### src/rtl/axi_wr_responder_pkg.sv
// Shared AXI constants for the data-cache write path.
// Pure declarations; no timing or flow-control behaviour.
package axi_wr_responder_pkg;

  localparam logic [1:0] RESP_OKAY   = 2'b00;
  localparam logic [1:0] RESP_SLVERR = 2'b10;

  localparam logic [1:0] BURST_FIXED = 2'b00;
  localparam logic [1:0] BURST_INCR  = 2'b01;

  // AXI bursts must not cross a 4 KiB page.
  localparam int unsigned PAGE_BITS = 12;

endpackage

### src/rtl/axi_burst_addr_gen.sv
// Next INCR beat address: current address aligned down to 2**size, plus 2**size.
// Purely combinational, no flow control; wraps modulo 2**AddrWidth.
module axi_burst_addr_gen #(
  parameter int unsigned AddrWidth = 64
) (
  input  logic [AddrWidth-1:0] addr,
  input  logic [2:0]           size,
  output logic [AddrWidth-1:0] next_addr
);

  logic [AddrWidth-1:0] step;

  assign step      = AddrWidth'(1) << size;
  assign next_addr = (addr & ~(step - AddrWidth'(1))) + step;

endmodule

### src/rtl/axi_wr_responder.sv
// AXI write responder for the data cache: one outstanding burst, beats forwarded to memory.
// W->mem is combinational (zero added latency); w_ready follows mem_gnt; B held until b_ready.
module axi_wr_responder
  import axi_wr_responder_pkg::*;
#(
  parameter int unsigned IdWidth      = 4,
  parameter int unsigned AddrWidth    = 64,
  parameter int unsigned DataWidth    = 64,
  parameter logic [63:0] RegionBase   = 64'h8000_0000,
  parameter logic [63:0] RegionLength = 64'h4000_0000
) (
  input  logic                   clk_i,
  input  logic                   rst_ni,
  input  logic                   aw_valid_i,
  output logic                   aw_ready_o,
  input  logic [IdWidth-1:0]     aw_id_i,
  input  logic [AddrWidth-1:0]   aw_addr_i,
  input  logic [7:0]             aw_len_i,
  input  logic [2:0]             aw_size_i,
  input  logic [1:0]             aw_burst_i,
  input  logic [5:0]             aw_atop_i,
  input  logic                   w_valid_i,
  output logic                   w_ready_o,
  input  logic [DataWidth-1:0]   w_data_i,
  input  logic [DataWidth/8-1:0] w_strb_i,
  input  logic                   w_last_i,
  output logic                   b_valid_o,
  input  logic                   b_ready_i,
  output logic [IdWidth-1:0]     b_id_o,
  output logic [1:0]             b_resp_o,
  output logic                   mem_req_o,
  input  logic                   mem_gnt_i,
  output logic [AddrWidth-1:0]   mem_addr_o,
  output logic [DataWidth-1:0]   mem_wdata_o,
  output logic [DataWidth/8-1:0] mem_be_o
);

  typedef enum logic [1:0] {IDLE, DATA, RESP} state_e;

  localparam int unsigned MaxSize = $clog2(DataWidth / 8);
  localparam logic [AddrWidth:0] RegionLo = (AddrWidth + 1)'(RegionBase);
  localparam logic [AddrWidth:0] RegionHi =
      (AddrWidth + 1)'({1'b0, RegionBase} + {1'b0, RegionLength});

  state_e               state_q, state_d;
  logic [IdWidth-1:0]   id_q;
  logic [AddrWidth-1:0] addr_q;
  logic [7:0]           len_q;
  logic [2:0]           size_q;
  logic [1:0]           burst_q;
  logic [7:0]           cnt_q;
  logic                 err_q;

  logic                 aw_hs, w_hs, b_hs;
  logic                 in_region, size_bad, page_cross, aw_err, last_err;
  logic [AddrWidth-1:0] aw_step, aw_last_addr, next_addr;

  assign aw_hs = aw_valid_i & aw_ready_o;
  assign w_hs  = w_valid_i & w_ready_o;
  assign b_hs  = b_valid_o & b_ready_i;

  // Request legality is decided once, at AW acceptance, from the raw AW fields.
  assign in_region    = ({1'b0, aw_addr_i} >= RegionLo) && ({1'b0, aw_addr_i} < RegionHi);
  assign size_bad     = aw_size_i > 3'(MaxSize);
  assign aw_step      = AddrWidth'(1) << aw_size_i;
  assign aw_last_addr = (aw_addr_i & ~(aw_step - AddrWidth'(1)))
                      + (AddrWidth'(aw_len_i) << aw_size_i);
  assign page_cross   = aw_addr_i[AddrWidth-1:PAGE_BITS] != aw_last_addr[AddrWidth-1:PAGE_BITS];
  assign aw_err       = !in_region || (aw_atop_i != 6'd0) || (aw_burst_i != BURST_INCR)
                      || size_bad || page_cross;

  assign last_err = w_last_i != (cnt_q == len_q);

  axi_burst_addr_gen #(
    .AddrWidth (AddrWidth)
  ) u_addr_gen (
    .addr      (addr_q),
    .size      (size_q),
    .next_addr (next_addr)
  );

  always_ff @(posedge clk_i or negedge rst_ni) begin
    if (!rst_ni) begin
      state_q <= IDLE;
    end else begin
      state_q <= state_d;
    end
  end

  always_comb begin
    state_d = state_q;
    case (state_q)
      IDLE:    if (aw_hs) state_d = DATA;
      DATA:    if (w_hs && w_last_i) state_d = RESP;
      RESP:    if (b_hs) state_d = IDLE;
      default: state_d = IDLE;
    endcase
  end

  always_comb begin
    aw_ready_o = 1'b0;
    w_ready_o  = 1'b0;
    mem_req_o  = 1'b0;
    b_valid_o  = 1'b0;
    b_id_o     = '0;
    b_resp_o   = RESP_OKAY;
    case (state_q)
      IDLE: aw_ready_o = 1'b1;
      DATA: begin
        if (err_q) begin
          w_ready_o = 1'b1;
        end else begin
          w_ready_o = mem_gnt_i;
          mem_req_o = w_valid_i;
        end
      end
      RESP: begin
        b_valid_o = 1'b1;
        b_id_o    = id_q;
        b_resp_o  = err_q ? RESP_SLVERR : RESP_OKAY;
      end
      default: ;
    endcase
  end

  // Error flag stays sticky through RESP and is only rewritten by the next AW.
  always_ff @(posedge clk_i or negedge rst_ni) begin
    if (!rst_ni) begin
      id_q    <= '0;
      addr_q  <= '0;
      len_q   <= '0;
      size_q  <= '0;
      burst_q <= '0;
      cnt_q   <= '0;
      err_q   <= 1'b0;
    end else if (aw_hs) begin
      id_q    <= aw_id_i;
      addr_q  <= aw_addr_i;
      len_q   <= aw_len_i;
      size_q  <= aw_size_i;
      burst_q <= aw_burst_i;
      cnt_q   <= '0;
      err_q   <= aw_err;
    end else if (state_q == DATA && w_hs) begin
      if (last_err) err_q <= 1'b1;
      if (!w_last_i) begin
        cnt_q  <= cnt_q + 8'd1;
        addr_q <= (burst_q == BURST_INCR) ? next_addr : addr_q;
      end
    end
  end

  assign mem_addr_o  = addr_q;
  assign mem_wdata_o = w_data_i;
  assign mem_be_o    = w_strb_i;

endmodule

### config.mk
export PLATFORM = sky130hd
export DESIGN_NAME = axi_wr_responder
export DESIGN_NICKNAME = d
export VERILOG_FILES = /design/src/rtl/axi_wr_responder_pkg.sv /design/src/rtl/axi_burst_addr_gen.sv /design/src/rtl/axi_wr_responder.sv
export SDC_FILE = /design/constraint.sdc
export NUM_CORES = 1
export LEC_CHECK = 0
export CAP_MARGIN = 40
export CORE_AREA = 2 2 165 167
export DETAILED_ROUTE_END_ITERATION = 12
export DIE_AREA = 0 0 167 169
export PLACE_DENSITY = 0.7
export SLEW_MARGIN = 20
export SYNTH_ARGS = -nofsm -noshare
export SYNTH_HDL_FRONTEND = slang
export SYNTH_HIERARCHICAL = 1
export SYNTH_SLANG_ARGS = --single-unit
export TNS_END_PERCENT = 5
### constraint.sdc
create_clock -name clk_i -period 3.8 [get_ports clk_i]
set_clock_uncertainty 0.05 [all_clocks]
set_input_delay 1.14 -clock clk_i [delete_from_list [all_inputs] [get_ports clk_i]]
set_output_delay 1.14 -clock clk_i [all_outputs]
set_load 0.02 [all_outputs]
# Word level (Yosys, flattened, before mapping)
# Cells that the tools add are included.
# Widths: inputs -> output; s select.
# classes
n_addsub	5
bitwise	7
n_shift	3
n_eq_ne	11
mux	23
magnitude_cmp	3
reduce_logical	17
# ops
operator	count
$mux 64	4
$add 64x64->64	2
$and 64x64->64	2
$not 64->64	2
$shl 1x3->64 const A	2
$sub 64x1->64 const B	2
$ge 64x32->1 const B	1
$lt 64x32->1 const B	1
$shl 8x3->64	1
$ne 52x52->1	1
$mux 8	3
$mux 2	5
$mux 1	9
$add 8x1->8 const B	1
$eq 8x8->1	1
$ne 2x2->1 const B	3
$pmux 2 s3	1
$reduce_and 3->1	2
$reduce_bool 2->1	3
$reduce_bool 6->1	1
$eq 2x1->1 const B	2
$logic_or 1x1->1	4
$mux 4	1
$ne 2x1->1 const B	2
other kinds (8)	13
# word_totals
ff_bits	92

# Logic depth before layout (Yosys ltp)
# Gate-level depths: netlist of run 1.
# depth
depth_word	9
ltp_mapped	15
depth_no_buf	13

# Cells and area by module
# Netlist of run 1, hierarchy kept.
# modules_own_cells
module	n_inst	cells_per_inst	area_per_inst_um2	seq_area_each_um2
axi_wr_responder	1	624	5833.1	2302.2
axi_burst_addr_gen	1	325	2035.7	0.0

# Worst setup path before layout of run 1
# No wires, ideal clock.
# synth_path
path_kind	input to register
startpoint	input aw_size_i[0]
endpoint	register err_q
t_arrival_ns	3.727
slack_ns	-0.112
path_stages	14
setup_time_ns	0.135
cell_sequence	buf_1 > inv_1 > nor2_1 > inv_1 > ha_1 > and2_1 > ha_1 > and4_1 > o2bb2ai_1 > a31oi_4 > o211ai_1 > xnor2_1 > a2111oi_1 > a31oi_1
# synth_between
elab_chain_cells	8
word_cells_on_any_way	11
# synth_rtl
element	line	rtl
start, declared	axi_wr_responder.sv:19	input logic [2:0] aw_size_i,
$shl 1x3->64	axi_wr_responder.sv:65	assign aw_step = AddrWidth'(1) << aw_size_i;
$sub 64x1->64	axi_wr_responder.sv:66	assign aw_last_addr = (aw_addr_i & ~(aw_step - AddrWidth'(1)))
$not 64->64	axi_wr_responder.sv:66	
$and 64x64->64	axi_wr_responder.sv:66	
$add 64x64->64	axi_wr_responder.sv:67	+ (AddrWidth'(aw_len_i) << aw_size_i);
$ne 52x52->1	axi_wr_responder.sv:68	assign page_cross = aw_addr_i[AddrWidth-1:PAGE_BITS] != aw_last_addr[AddrWidth-1:PAGE_BITS];
$logic_or 1x1->1 (*)	axi_wr_responder.sv:70	|| size_bad || page_cross;
$mux 1 (*)	axi_wr_responder.sv:136	end else if (aw_hs) begin
end signal, assigned	axi_wr_responder.sv:143	err_q <= aw_err;
end, declared	axi_wr_responder.sv:52	logic err_q;
# Every way passes the cells marked *; elsewhere a longest branch is shown, timed or not.
# A chain may end at the register's enable or synchronous reset.

# Final worst setup path of run 1
# layout_path
startpoint	input w_valid_i
endpoint	output mem_req_o
# layout_between
elab_chain_cells	2
# layout_rtl
element	line	rtl
start, declared	axi_wr_responder.sv:22	input logic w_valid_i,
$mux 1	axi_wr_responder.sv:110	if (err_q) begin
$mux 1	axi_wr_responder.sv:107	case (state_q)
end, declared	axi_wr_responder.sv:31	output logic mem_req_o,
# Every way passes these cells.

==> summary.md, run 1 <==
| Metric | Value |
|---|---|
| Worst-Margin Slew | `around 0.73 ns` |
| R2R cell count | `14` |
| Yosys reg bits | `92` |
| WHS Endpoint | `id_q[1]$_DFFE_PN0P_` |
| Initial Util | `0.297` |
| Post-Syn Area | `~8000 um2` |
| Post-synth top cells | `nand2_1, dfrtp_1, o21ai_0, buf_4, mux2i_1` |
| Clock Sinks | `a little over 90` |
| Normalized max-slew margin | `0.510` |
| Detail Route Antenna Nets | `0` |
| Netlist cell types | `70` |
| Combinational family with the most area after synthesis | `simple AND/OR/NAND/NOR gates` |
| Worst EP arrival | `around 2.5 ns` |
| Sequential share of the synthesized area | `0.293` |
| Final core occ | `0.377` |
| R2R setup slack | `just over 0.4 ns` |
| Die Y | `169 um` |
| Share of layout cells above drive strength 1 | `0.121` |
| Gate power share | `0.549` |
| Clk buf depth | `2` |
| Synth top area share | `0.293` |
| Status | `finished, final reports clean` |
| Hold Path Origin | `id_q[1]$_DFFE_PN0P_` |
| Final Max Slew Viols | `0` |
| Fmax | `273 MHz` |
| Port Buffers | `between 150 and 200` |
| Met2 usage | `0.272` |
| Clock period minus worst slack | `~3.7 ns` |
| Final hold viol count | `0` |
| Setup Viol. Count Final | `0` |
| Complex-gate fraction of the synthesized area | `0.128` |
| Met3 usage | `0.0388` |
| Die width | `around 170 um` |
| 1st-iter DRT viols | `around 450` |
| Avg Vias per Cell | `roughly 5` |
| Post-Route WL | `roughly 24 mm` |
| Layout net count | `around 1.2k` |
| Core Region | `26500 um2` |
| Fill cells | `2686` |
| Syn-to-layout area delta | `27.0%` |
| Crit. End Element | `output port` |
| FP Rows | `60` |
| Max FO, Critical Path | `2` |
| Setup WS pre-CTS | `-0.578 ns` |
| Worst Hold Class | `reg -> reg` |
| Final WS setup | `0.137 ns` |
| Reg-to-reg startpoint | `size_q[2]$_DFFE_PN0P_` |
| Final Cycle Share | `0.964` |
| Cts bufs inserted | `9` |
| Top_reg_cell synth | `dfrtp_1` |
| Full die area | `approximately 28000 um2` |
| Max-cap violations | `0` |
| Most common cell in the netlist | `nand2_1` |
| Synth Area in Simple Gates | `0.224` |
| Pwr Density | `about 630 nW/um2` |
| Switching share of total power | `0.449` |
| Top Usage Layer GRT | `met2` |
| I/O Pins | `roughly 310` |
| Clock power share | `0.147` |
| H-tree depth | `3` |
| N_diodes | `0` |
| GPL Wtd Cong | `just under 0.9` |
| Top post-synthesis cells by area | `dfrtp_1, mux2i_1, buf_4, nand2_1, xnor2_1` |
| Worst r2r dst | `mem_addr_o[57]$_DFFE_PN0P_` |
| Critical path startpoint | `w_valid_i` |
| DR DRC count | `0` |
| Ys Warns | `6` |
| Wire length per cell | `roughly 17 um` |
| Vias in the first global route | `approximately 7.0k` |
| Cells after synthesis | `approximately 950` |
| RSZ-0062 raised after global routing | `no` |
| Worst VDD drop | `approximately 0.32 mV` |
| Req. time, crit path | `roughly 2.6 ns` |
| First-pass GRT wire length | `roughly 38 mm` |
| Multiplexer share of the synthesized area | `0.123` |
| Critical path class | `in -> out` |
| Via count | `7230` |
| CTS tree | `done` |
| Part of the power in registers | `0.304` |
| Initial antenna violation count | `1` |
| Worst-path clk slew | `0.07 ns` |
| Met1 usage | `0.228` |
| DRT Pass-1 Iters | `5` |
| Post-Synth Adder-Cell Area | `0.0334` |
| Internal power | `about 0.0035 W` |
| Switching pwr | `between 0.002 and 0.003 W` |
| Largest area contributor in the netlist | `dfrtp_1` |
| Total track usage | `0.171` |
| Worst-skew pair later-pin latency | `approximately 0.36 ns` |
| Gr ovfl total | `0` |
| Syn avg cell area | `~8.3 um2` |
| Xor/xnor cell area share of the yosys netlist | `0.0902` |
| Hold path depth | `1` |
| Syn nets | `roughly 1.1k` |
| Clock root buffer master | `clkbuf_16` |
| Post-DP HPWL | `approximately 19 mm` |
| CP Launch Type | `primary input` |
| Post-synth ARST share | `1.00` |
| Largest net degree at the start of global routing | `approximately 130` |
| Number of enable flip-flop cells after synthesis | `0` |
| Leak | `a little under 4 nW` |
-- stage by stage --
step                      hold WS (ns)  instances  power, W  cell area (um2)  TNS, ns
after floorplan                  0.422        949   0.00409             7870        0
after CTS                        0.454       1406   0.00632             9970        0
after global routing             0.477       1407   0.00673            10000        0
final                            0.456       1407   0.00629            10000        0
after detailed placement         0.440       1389   0.00537             9630   -0.578
after global placement           0.436       1389   0.00527             9630   -0.524
-- worst max-delay path, stage by stage --
cell             delay [ns]
clkdlybuf4s50_1        0.49
nor3b_1                0.21
clkdlybuf4s50_1        0.64
-- sequential cells by signal, summed over array words and instances (netlist names) --
signal,flops
len_q,8
cnt_q,8
err_q,1
id_q,4
size_q,3
mem_addr_o,64
burst_q,2
state_q,2
-- area by class of cell --
| type | instances | area, um2 | area share |
|---|---|---|---|
| clock inverter | 6 | 53.8 | 0.00538 |
| tap | 341 | 427 | 0.0427 |
| inverter | 24 | 90.1 | 0.00901 |
| multi-input combinational | 712 | 4760 | 0.476 |
| sequential | 92 | 2300 | 0.230 |
| clock buffer | 10 | 239 | 0.0239 |
| timing repair buffer | 222 | 2130 | 0.213 |
-- power groups by stage --
stage	sequential, W	combinational (W)	clock, W
floorplan	0.00212	0.00198	0
global placement	0.00191	0.00336	0
detailed placement	0.00193	0.00344	0
CTS	0.00191	0.00346	0.000945
global route	0.00199	0.00375	0.000981
finish	0.00191	0.00345	0.000925
-- logic make-up after synthesis --
| group | after synthesis |
|---|---|
| flops | 92 |
| compound gates | 157 |
| mux | 94 |
| fa+ha+maj | 21 |
| simple gates | 358 |
| other cells | 1 |
| xor+xnor | 81 |
| buf+inv | 145 |
-- cell usage in the layout (no fill, tap or decap), types with 9 or more instances in the layout --
| cell | count |
|---|---|
| a21oi_1 | 23 |
| and2_1 | 13 |
| and3_1 | 16 |
| buf_4 | 51 |
| clkbuf_16 | 9 |
| clkdlybuf4s50_1 | 155 |
| dfrtp_1 | 92 |
| ha_1 | 21 |
| inv_1 | 22 |
| mux2_2 | 20 |
| mux2i_1 | 70 |
| nand2_1 | 145 |
| nand3_1 | 25 |
| nand4_1 | 30 |
| nor2_1 | 53 |
| nor3_1 | 18 |
| nor4_1 | 11 |
| o21ai_0 | 80 |
| xnor2_1 | 60 |
| xor2_1 | 21 |
-- metal layers --
metal	wire length, um	part of all wire	vias to the layer above
met5	13	0.00053	-
met4	636	0.026	2
met3	1440	0.059	47
met2	11300	0.46	249
met1	11100	0.45	3472
li1	-	-	3460
-- repair_timing --
item	4_1_cts	5_1_grt
gates resized for setup	16	9
hold buffers	0	0
pin swaps	9	10
buffers inserted	1	1
hold endpoints to repair	0	0
endpoints found under the setup margin	1	1
-- how the worst max path moves through the flow --
stage,endpoint,slack (ns),depth (start not counted)
5_1_grt,mem_req_o,0.03,3
3_5_place_dp,err_q$_DFFE_PN0P_,-0.58,14
6_report,mem_req_o,0.14,3
4_1_cts,err_q$_DFFE_PN0P_,0.01,13
2_1_floorplan,err_q$_DFFE_PN0P_,0.07,14
3_3_place_gp,err_q$_DFFE_PN0P_,-0.52,14
Note: power is estimated with default switching activity, not from simulation.
==> run 2: changes to the inputs <==
--- a/config.mk
+++ b/config.mk
@@ -9,6 +9,7 @@
 export CORE_AREA = 2 2 165 167
 export DETAILED_ROUTE_END_ITERATION = 12
 export DIE_AREA = 0 0 167 169
+export GPL_ROUTABILITY_DRIVEN = 1
 export PLACE_DENSITY = 0.7
 export SLEW_MARGIN = 20
 export SYNTH_ARGS = -nofsm -noshare
==> results of run 2 <==
The final DEF is identical to that of run 1; final timing and power are the same.
